$ cat config.mk
export PLATFORM = sky130hd
export DESIGN_NAME = parking_lot_ctrl_flat
export DESIGN_NICKNAME = d
export VERILOG_FILES = /design/src/rtl/parking_lot_ctrl_pkg.sv /design/src/rtl/parking_lot_ctrl_if.sv /design/src/rtl/parking_lot_ctrl_sensor_sync.sv /design/src/rtl/parking_lot_ctrl.sv /design/src/flat_wrapper.sv
export SDC_FILE = /design/constraint.sdc
export NUM_CORES = 1
export LEC_CHECK = 0
export CORE_MARGIN = 2
export CORE_UTILIZATION = 50
export DETAILED_ROUTE_END_ITERATION = 10
export PLACE_DENSITY = 0.75
export SLEW_MARGIN = 20
export SYNTH_ARGS = -nofsm -noshare
export SYNTH_HDL_FRONTEND = slang
export SYNTH_SLANG_ARGS = --single-unit
$ cat constraint.sdc
create_clock -name clk -period 6.5 [get_ports clk]
set_clock_uncertainty 0.1 [all_clocks]
set_input_delay 1.3 -clock clk [delete_from_list [all_inputs] [get_ports clk]]
set_output_delay 1.3 -clock clk [all_outputs]
set_load 0.1 [all_outputs]
$ cat src/rtl/parking_lot_ctrl_pkg.sv
// Shared types and constants for the parking-lot occupancy controller.
// Latency: n/a (declarations only).
// Backpressure: n/a.
package parking_pkg;

    // Default lot size; the top-level CAPACITY parameter defaults to this.
    localparam int CAPACITY_DEF = 16;

    // Passage-tracking states: EN_* walk outer->inner, EX_* walk inner->outer.
    typedef enum logic [2:0] {
        IDLE  = 3'd0,
        EN_A  = 3'd1,
        EN_AB = 3'd2,
        EN_B  = 3'd3,
        EX_B  = 3'd4,
        EX_BA = 3'd5,
        EX_A  = 3'd6,
        ABORT = 3'd7
    } state_t;

    // Sensor pair encodings, written {a, b} with 1 = beam blocked.
    localparam logic [1:0] NONE   = 2'b00;
    localparam logic [1:0] B_ONLY = 2'b01;
    localparam logic [1:0] A_ONLY = 2'b10;
    localparam logic [1:0] BOTH   = 2'b11;

endpackage

$ cat src/rtl/parking_lot_ctrl_if.sv
// Sensor inputs and occupancy/status outputs of the parking-lot controller.
// Latency: n/a (wiring only).
// Backpressure: none; all signals are level or single-cycle pulses.
interface parking_lot_ctrl_if #(
    parameter int CNT_W = 5
);
    logic             sensor_a;
    logic             sensor_b;
    logic [CNT_W-1:0] count;
    logic             full;
    logic             empty;
    logic             car_enter;
    logic             car_exit;
    logic             count_err;

    // Gate/sensor side drives the photosensors and observes status.
    modport master (
        output sensor_a, sensor_b,
        input  count, full, empty, car_enter, car_exit, count_err
    );

    // Controller side.
    modport slave (
        input  sensor_a, sensor_b,
        output count, full, empty, car_enter, car_exit, count_err
    );
endinterface

$ cat src/rtl/parking_lot_ctrl_sensor_sync.sv
// Two-flop synchronizer for one asynchronous sensor bit.
// Latency: 2 clk cycles from d_i to q_o.
// Backpressure: none.
module sensor_sync (
    input  logic clk,
    input  logic reset,
    input  logic d_i,
    output logic q_o
);
    logic meta_q;
    logic sync_q;

    // Two-stage capture; both stages clear on reset.
    always_ff @(posedge clk) begin
        if (reset) begin
            meta_q <= 1'b0;
            sync_q <= 1'b0;
        end else begin
            meta_q <= d_i;
            sync_q <= meta_q;
        end
    end

    assign q_o = sync_q;
endmodule

$ cat src/rtl/parking_lot_ctrl.sv
// Decodes enter/exit passages from gate sensors A (outer) and B (inner) and keeps a saturating occupancy count.
// Latency: count and pulses register one edge after the completing 00 sample (+2 cycles with SENSOR_SYNC_EN).
// Backpressure: none; sensors are sampled every cycle, SENSOR_SYNC_EN adds input synchronizers.
module parking_lot_ctrl
    import parking_pkg::*;
#(
    parameter int CAPACITY = CAPACITY_DEF,
    parameter int CNT_W    = 5
) (
    input  logic               clk,
    input  logic               reset,
    parking_lot_ctrl_if.slave  bus
);
    localparam logic [CNT_W-1:0] CAP_C = CNT_W'(CAPACITY);

    logic [1:0]       ab;
    state_t           state_q;
    logic [CNT_W-1:0] count_q;
    logic             enter_q;
    logic             exit_q;
    logic             err_q;

`ifdef SENSOR_SYNC_EN
    logic a_sync;
    logic b_sync;

    sensor_sync u_sync_a (.clk(clk), .reset(reset), .d_i(bus.sensor_a), .q_o(a_sync));
    sensor_sync u_sync_b (.clk(clk), .reset(reset), .d_i(bus.sensor_b), .q_o(b_sync));

    assign ab = {a_sync, b_sync};
`else
    // Sensors are already synchronous to clk.
    assign ab = {bus.sensor_a, bus.sensor_b};
`endif

    // Passage FSM with registered counter and event pulses; pulses default low each cycle.
    always_ff @(posedge clk) begin
        if (reset) begin
            state_q <= IDLE;
            count_q <= '0;
            enter_q <= 1'b0;
            exit_q  <= 1'b0;
            err_q   <= 1'b0;
        end else begin
            enter_q <= 1'b0;
            exit_q  <= 1'b0;
            err_q   <= 1'b0;
            case (state_q)
                IDLE: begin
                    case (ab)
                        A_ONLY:  state_q <= EN_A;
                        B_ONLY:  state_q <= EX_B;
                        BOTH:    state_q <= ABORT;
                        default: ;
                    endcase
                end
                EN_A: begin
                    case (ab)
                        BOTH:    state_q <= EN_AB;
                        NONE:    state_q <= IDLE;   // backed out before reaching B
                        B_ONLY:  state_q <= ABORT;
                        default: ;
                    endcase
                end
                EN_AB: begin
                    case (ab)
                        B_ONLY:  state_q <= EN_B;
                        A_ONLY:  state_q <= EN_A;
                        NONE:    state_q <= ABORT;
                        default: ;
                    endcase
                end
                EN_B: begin
                    case (ab)
                        NONE: begin
                            state_q <= IDLE;
                            enter_q <= 1'b1;
                            // A full lot still reports the entry, but flags the lost count.
                            if (count_q < CAP_C) count_q <= count_q + CNT_W'(1);
                            else                 err_q   <= 1'b1;
                        end
                        BOTH:    state_q <= EN_AB;
                        A_ONLY:  state_q <= ABORT;
                        default: ;
                    endcase
                end
                EX_B: begin
                    case (ab)
                        BOTH:    state_q <= EX_BA;
                        NONE:    state_q <= IDLE;
                        A_ONLY:  state_q <= ABORT;
                        default: ;
                    endcase
                end
                EX_BA: begin
                    case (ab)
                        A_ONLY:  state_q <= EX_A;
                        B_ONLY:  state_q <= EX_B;
                        NONE:    state_q <= ABORT;
                        default: ;
                    endcase
                end
                EX_A: begin
                    case (ab)
                        NONE: begin
                            state_q <= IDLE;
                            exit_q  <= 1'b1;
                            if (count_q != '0) count_q <= count_q - CNT_W'(1);
                            else               err_q   <= 1'b1;
                        end
                        BOTH:    state_q <= EX_BA;
                        B_ONLY:  state_q <= ABORT;
                        default: ;
                    endcase
                end
                ABORT: begin
                    if (ab == NONE) state_q <= IDLE;
                end
                default: state_q <= IDLE;
            endcase
        end
    end

    assign bus.count     = count_q;
    assign bus.full      = (count_q == CAP_C);
    assign bus.empty     = (count_q == '0);
    assign bus.car_enter = enter_q;
    assign bus.car_exit  = exit_q;
    assign bus.count_err = err_q;
endmodule

$ cat src/flat_wrapper.sv
// flat-port wrapper written by rule: the top's interface ports become plain ports
module parking_lot_ctrl_flat import parking_pkg::*;
#(
    parameter int CAPACITY = CAPACITY_DEF,
    parameter int CNT_W    = 5
)
  (clk, reset, bus_sensor_a, bus_sensor_b, bus_count, bus_full, bus_empty, bus_car_enter, bus_car_exit, bus_count_err);
  parking_lot_ctrl_if #(.CNT_W(CNT_W)) bus_i ();
  input  logic clk;
  input  logic reset;
  input wire logic [$bits(bus_i.sensor_a)-1:0] bus_sensor_a;
  input wire logic [$bits(bus_i.sensor_b)-1:0] bus_sensor_b;
  output wire logic [$bits(bus_i.count)-1:0] bus_count;
  output wire logic [$bits(bus_i.full)-1:0] bus_full;
  output wire logic [$bits(bus_i.empty)-1:0] bus_empty;
  output wire logic [$bits(bus_i.car_enter)-1:0] bus_car_enter;
  output wire logic [$bits(bus_i.car_exit)-1:0] bus_car_exit;
  output wire logic [$bits(bus_i.count_err)-1:0] bus_count_err;
  assign bus_i.sensor_a = bus_sensor_a;
  assign bus_i.sensor_b = bus_sensor_b;
  assign bus_count = bus_i.count;
  assign bus_full = bus_i.full;
  assign bus_empty = bus_i.empty;
  assign bus_car_enter = bus_i.car_enter;
  assign bus_car_exit = bus_i.car_exit;
  assign bus_count_err = bus_i.count_err;
  parking_lot_ctrl #(.CAPACITY(CAPACITY), .CNT_W(CNT_W)) u_core (.clk(clk), .reset(reset), .bus(bus_i));
endmodule
==> flow_metrics.py, run 1 <==
metrics = {
    "outcome": {
        "status": "completed",
    },
    "floorplan": {
        "die_area_um2": 2438,
        "num_rows": 16,
        "start_util": 0.5249,
        "ios": 14,
        "die_w_um": 49.38,
        "die_height_um": 49.38,
        "coreArea_um2": 1962,
    },
    "clocking": {
        "cts_resized": 0,
        "cts_made_buffers": 3,
        "cts_tree": "built",
        "cts_setup_buffers": 0,
        "insertion_delay_ns": 0.27,
        "cts.sinks": 11,
        "cts_htree_levels": 1,
        "hold_buffers": 0,
        "cts_root_buffer": "clkbuf_4",
        "clkTransAtPathRegs_ns": 0.08,
        "cts_buffer_depth": 2,
    },
    "placed_design": {
        "port_buffers": 13,
        "place.gp.congestion": 0.8218,
        "dpl.hpwl_um": 1479,
        "place_area_um2": 1127,
    },
    "logic_synthesis": {
        "syn_inst": 122,
        "ys.warnings.count": 0,
        "synthArstFlopShare": 0,
        "syn-mean-instance-area_um2": 8.440,
        "ys_seq_area_frac": 0.2139,
        "synthFlopType": "dfxtp_1",
        "syn-cell-area_um2": 1030,
        "syn-num-nets": 136,
        "synth_cell_types": 48,
        "synth_seq_cells": 11,
        "synth_edf_count": 0,
    },
    "cells_and_area": {
        "nNetsFinal": 146,
        "design_area_um2": 1154,
        "diodes": 0,
        "area_growth_pct": 12.03,
        "drive_above_1_share": 0.09924,
    },
    "global_routing": {
        "grt_pass1_vias": 822,
        "grt_pass1_wl_um": 3519,
        "grt_max_degree": 25,
        "overflow": 0,
        "grt_use_total": 0.1779,
        "antenna_found_initial": 0,
    },
    "sta": {
        "tightest_slew_ns": 0.9742,
        "slew_violations": 0,
        "tns_ns": 0,
        "post-route-min-period_ns": 3.958,
        "fmax_ghz": 0.2527,
        "setup_viol": 0,
        "finalHoldViolCount": 0,
        "rsz0062_at_grt": "false",
        "max_slew_margin": 0.3485,
        "min_period_over_period": 0.6089,
    },
    "worst_setup_path": {
        "crit_arrival_ns": 2.56,
        "cp_max_fo": 8,
        "r2r_cells": 7,
        "crit_chain": "or4_4, nor2_1, clkdlybuf4s50_1",
        "r2r_end": "u_core.bus.count[4]",
        "reg2reg_from": "u_core.state_q[2]",
        "rrSetupSlack_ns": 3.95,
        "worst_setup_path_end_kind": "output port",
        "worstSetupStartpointType": "flip-flop",
        "timing.critical_path.required_ns": 5.10,
        "slowest_delay_ns": 1.16,
        "critical_path_class": "reg2out",
        "slowest_stage": "clkdlybuf4s50_1",
    },
    "power_and_ir_drop": {
        "clockPowerShare": 0.153,
        "pwr-share-seq": 0.383,
        "ir_drop_mv": 0.1452,
        "p_int_w": 0.0001757,
        "power.leakage_nw": 0.4703,
        "power_frac_comb": 0.464,
        "switching_share": 0.4417,
        "powerDensity_nw_per_um2": 272.8,
        "p_switching_w": 0.0001390,
    },
    "detailed_routing": {
        "route.detailed.drc": 0,
        "drt-wirelength-per-cell_um": 12.53,
        "routed_wl_um": 1979,
        "drt_pass1_iterations": 4,
        "vias": 903,
        "dr.first_iter.drc_count": 17,
        "viasPerCell": 5.715,
        "drtAntennaViolNets": 0,
    },
    "worst_hold_path": {
        "worstHoldPathType": "reg2reg",
        "hold-path-endpoint": "u_core.bus.count[3]",
        "hp-start": "u_core.bus.count[3]",
        "holdPathStages": 2,
    },
    "job": {
        "max_cap_violations": 0,
    },
}
==> synthesized netlist by cell type (2+ instances only) <==
cell type | count | area [um2]
nor2_1 | 12 | 45.04
dfxtp_1 | 11 | 220.2
ha_1 | 10 | 125.1
nand2_1 | 10 | 37.54
a21oi_1 | 8 | 40.04
inv_1 | 7 | 26.28
o21ai_0 | 6 | 30.03
nor3b_1 | 4 | 30.03
buf_2 | 3 | 15.01
nand3b_1 | 3 | 22.52
a211oi_1 | 2 | 15.01
buf_6 | 2 | 22.52
mux2i_1 | 2 | 20.02
nand2b_1 | 2 | 12.51
nand3_1 | 2 | 10.01
nor2b_1 | 2 | 12.51
nor3_1 | 2 | 10.01
nor4b_1 | 2 | 17.52
xnor2_1 | 2 | 17.52
xor2_1 | 2 | 17.52
==> per-layer routing <==
metal | share of wire | GRT usage | vias up
li1 | - | - | 453
met1 | 0.48 | 0.2325 | 423
met4 | 0.0091 | 0.05556 | 0
met2 | 0.48 | 0.3131 | 25
met5 | 0 | 0 | -
met3 | 0.028 | 0.009202 | 2
==> logic make-up after synthesis <==
group	count (synthesis)	share of synthesized area
and+or+nand+nor	48	0.2722
AOI/OAI and AO/OA	30	0.2127
muxes	4	0.05589
DFF	11	0.2139
buffers and inverters	15	0.08991
xor gates and xnor gates	4	0.03403
adders and majority gates	10	0.1215
==> power by group through the flow <==
stage	clock [W]	sequential [W]	combinational [W]
detailed placement	0	0.000121	0.000145
floorplan	0	0.0000933	0.000156
finish	0.0000482	0.000120	0.000146
CTS	0.0000476	0.000119	0.000146
global route	0.0000501	0.000125	0.000160
global placement	0	0.000119	0.000143
==> state kept, by name, summed over array words and instances (netlist names) <==
signal,flops
u_core.bus.car_exit,1
u_core.bus.car_enter,1
u_core.bus.count,5
u_core.bus.count_err,1
u_core.state_q,3
==> cell usage in the layout, fill, tap and decap left out, types with 2 or more instances in the layout <==
cell type | Yosys | final
dfxtp_1 | 11 | 11
nor4b_1 | 2 | 2
nand2b_1 | 2 | 2
a21oi_1 | 8 | 8
nand2_1 | 10 | 10
clkdlybuf4s50_1 | 0 | 13
nor2b_1 | 2 | 2
nor3_1 | 2 | 2
nor2_1 | 12 | 12
nand3b_1 | 3 | 3
a211oi_1 | 2 | 2
xnor2_1 | 2 | 2
o21ai_0 | 6 | 6
nand3_1 | 2 | 2
xor2_1 | 2 | 2
mux2i_1 | 2 | 2
clkbuf_4 | 0 | 3
nor3b_1 | 4 | 4
ha_1 | 10 | 10
inv_1 | 7 | 7
==> cell type report <==
type	count	area, um2
fill	193	808.3
multi-input combinational	96	716.9
sequential	11	220.2
timing repair buffer	13	130.1
tap	27	33.78
clock buffer	4	26.28
inverter	7	26.28
==> critical path, delay by kind of cell, from the launching register on <==
family | cells | cell delay [ns]
buffers and inverters | 1 | 1.16
and+or+nand+nor | 2 | 0.73
DFF | 1 | 0.40
==> worst max path at each step <==
stage                             end                 from  slack, ns
floorplan                   bus_empty  u_core.bus.count[1]       2.34
global placement    u_core.state_q[1]         bus_sensor_b       2.85
detailed placement  u_core.state_q[1]         bus_sensor_b       2.77
CTS                         bus_empty  u_core.bus.count[1]       2.54
global route                bus_empty  u_core.bus.count[1]       2.45
finish                      bus_empty  u_core.bus.count[1]       2.54
==> stage by stage <==
| step | utilization | setup WS [ns] | std cells | hold slack [ns] | power (W) |
|---|---|---|---|---|---|
| 2_1_floorplan | - | 2.342 | 122 | 0.5454 | 0.0002490 |
| 3_3_place_gp | 0.5746 | 2.852 | 154 | 0.4749 | 0.0002621 |
| 3_5_place_dp | 0.5746 | 2.766 | 154 | 0.4850 | 0.0002664 |
| 4_1_cts | 0.5880 | 2.538 | 158 | 0.4885 | 0.0003132 |
| 5_1_grt | 0.5880 | 2.451 | 158 | 0.5272 | 0.0003353 |
| 6_report | 0.5880 | 2.542 | 158 | 0.4946 | 0.0003147 |
(Power assumes the default switching activity.)
==> run 2, diff against run 1 <==
- CORE_UTILIZATION: 50 -> 48
- clock period: 6.5 -> 3.3 ns (I/O delays scaled with it)
==> run 2 against run 1 <==
Final area is 0.43% lower. Critical path type is now in2reg. Highest routed layer unchanged. Via count increased by 1.6%. Routed wire length up 4.5%.
==> flow_metrics.py, run 2 (synthesis gave the netlist of run 1 again) <==
metrics = {
    "outcome": {
        "status": "completed",
    },
    "clocking": {
        "cts_htree_levels": 1,
        "hold_buffers": 0,
        "cts_setup_buffers": 0,
        "insertion_delay_ns": 0.27,
        "cts_resized": 0,
        "cts_root_buffer": "clkbuf_4",
        "cts_made_buffers": 3,
        "cts.sinks": 11,
        "cts_buffer_depth": 2,
        "clkTransAtPathRegs_ns": 0.07,
        "cts_tree": "built",
    },
    "global_routing": {
        "grt_pass1_vias": 835,
        "grt_max_degree": 24,
        "grt_use_total": 0.1834,
        "grt_pass1_wl_um": 3601,
        "overflow": 0,
        "antenna_found_initial": 0,
    },
    "detailed_routing": {
        "vias": 917,
        "drt_pass1_iterations": 4,
        "viasPerCell": 5.731,
        "drtAntennaViolNets": 0,
        "drt-wirelength-per-cell_um": 12.93,
        "dr.first_iter.drc_count": 29,
        "route.detailed.drc": 0,
        "routed_wl_um": 2069,
    },
    "sta": {
        "post-route-min-period_ns": 2.762,
        "hold_ws_ns": 0.5004,
        "tns_ns": 0,
        "max_slew_margin": 0.5764,
        "tightest_slew_ns": 0.6345,
        "rsz0062_at_grt": "false",
        "min_period_over_period": 0.8369,
        "setup_viol": 0,
        "slew_violations": 0,
        "finalHoldViolCount": 0,
        "fmax_ghz": 0.3621,
    },
    "worst_setup_path": {
        "timing.critical_path.required_ns": 3.37,
        "cpLargestDelayFamily": "simple AND/OR/NAND/NOR gates",
        "slowest_stage": "clkdlybuf4s50_1",
        "cp.buffers_inverters": 2,
        "worst_setup_path_end_kind": "flip-flop",
        "crit_arrival_ns": 2.83,
        "slowest_delay_ns": 0.55,
        "worstSetupStartpointType": "input port",
        "cp_max_fo": 6,
        "rrSetupSlack_ns": 0.77,
        "critical_path_class": "in2reg",
        "crit_chain": "clkdlybuf4s50_1, inv_1, ha_1, or4b_1, a21oi_1, o21ai_1, nor3b_1, o221a_1",
    },
    "floorplan": {
        "start_util": 0.5144,
        "die_w_um": 50.32,
        "coreArea_um2": 2002,
        "die_area_um2": 2532,
        "num_rows": 16,
        "die_height_um": 50.32,
        "ios": 14,
    },
    "cells_and_area": {
        "layout_common_cells": "12 x buf_4, 11 x dfxtp_1, 10 x nor2_1, 10 x nand2_1, 10 x ha_1",
        "nNetsFinal": 148,
        "layout_commonest_cell": "buf_4",
        "drive_above_1_share": 0.2030,
        "area_growth_pct": 11.54,
        "largest_reg_flops": 5,
        "n_fill_cell": 199,
        "diodes": 0,
    },
    "placed_design": {
        "port_buffers": 13,
        "dpl.hpwl_um": 1575,
        "place.gp.congestion": 0.8128,
    },
    "power_and_ir_drop": {
        "powerDensity_nw_per_um2": 547.7,
        "p_total_w": 0.0006291,
        "power.leakage_nw": 0.4994,
        "ir_drop_mv": 0.2420,
    },
    "worst_hold_path": {
        "worstHoldPathType": "reg2reg",
    },
    "job": {
        "max_cap_violations": 0,
    },
}
[run 2: area by class of cell]
class | instances | area [um2] | share of cell area
Clock buffer | 4 | 26.28 | 0.02288
Inverter | 7 | 26.28 | 0.02288
Multi-Input combinational cell | 96 | 721.9 | 0.6285
Sequential cell | 11 | 220.2 | 0.1917
Tap cell | 27 | 33.78 | 0.02941
Timing Repair Buffer | 15 | 120.1 | 0.1046
[run 2: worst min-delay path, cell delays in order (launching register included)]
cell and delay [ns]:
dfxtp_1 0.34, o21ai_0 0.17, a21oi_1 0.05
[run 2: metal layers]
metal,global-route usage,share of wire
met3,0.06250,0.062
met5,0,0
met4,0.04054,0.0053
met2,0.2961,0.48
met1,0.2362,0.45
[run 2: report_power, final]
group	total (W)	internal, W	switching, W
clock	0.0000949	0.0000469	0.0000480
sequential	0.000210	0.000152	0.0000577
combinational	0.000325	0.000153	0.000171
[run 2: through the flow]
step / worst slack [ns] / std cells / area [um2] / utilization
floorplan: 0.2477 / 122 / 1035 / -
global placement: 0.3574 / 156 / 1122 / 0.5606
detailed placement: 0.2678 / 156 / 1122 / 0.5606
CTS: 0.5681 / 160 / 1149 / 0.5738
global route: 0.3914 / 160 / 1149 / 0.5738
finish: 0.5383 / 160 / 1149 / 0.5738
[run 2: path summary, 6_finish.rpt]
check | from | endpoint | depth (start not counted)
worst min-delay path | u_core.bus.count[3] | u_core.bus.count[3] | 2
worst min register to register | u_core.bus.count[3] | u_core.bus.count[3] | 2
worst max register to register | u_core.state_q[1] | u_core.bus.count[4] | 7
worst max-delay path | bus_sensor_a | u_core.state_q[1] | 8
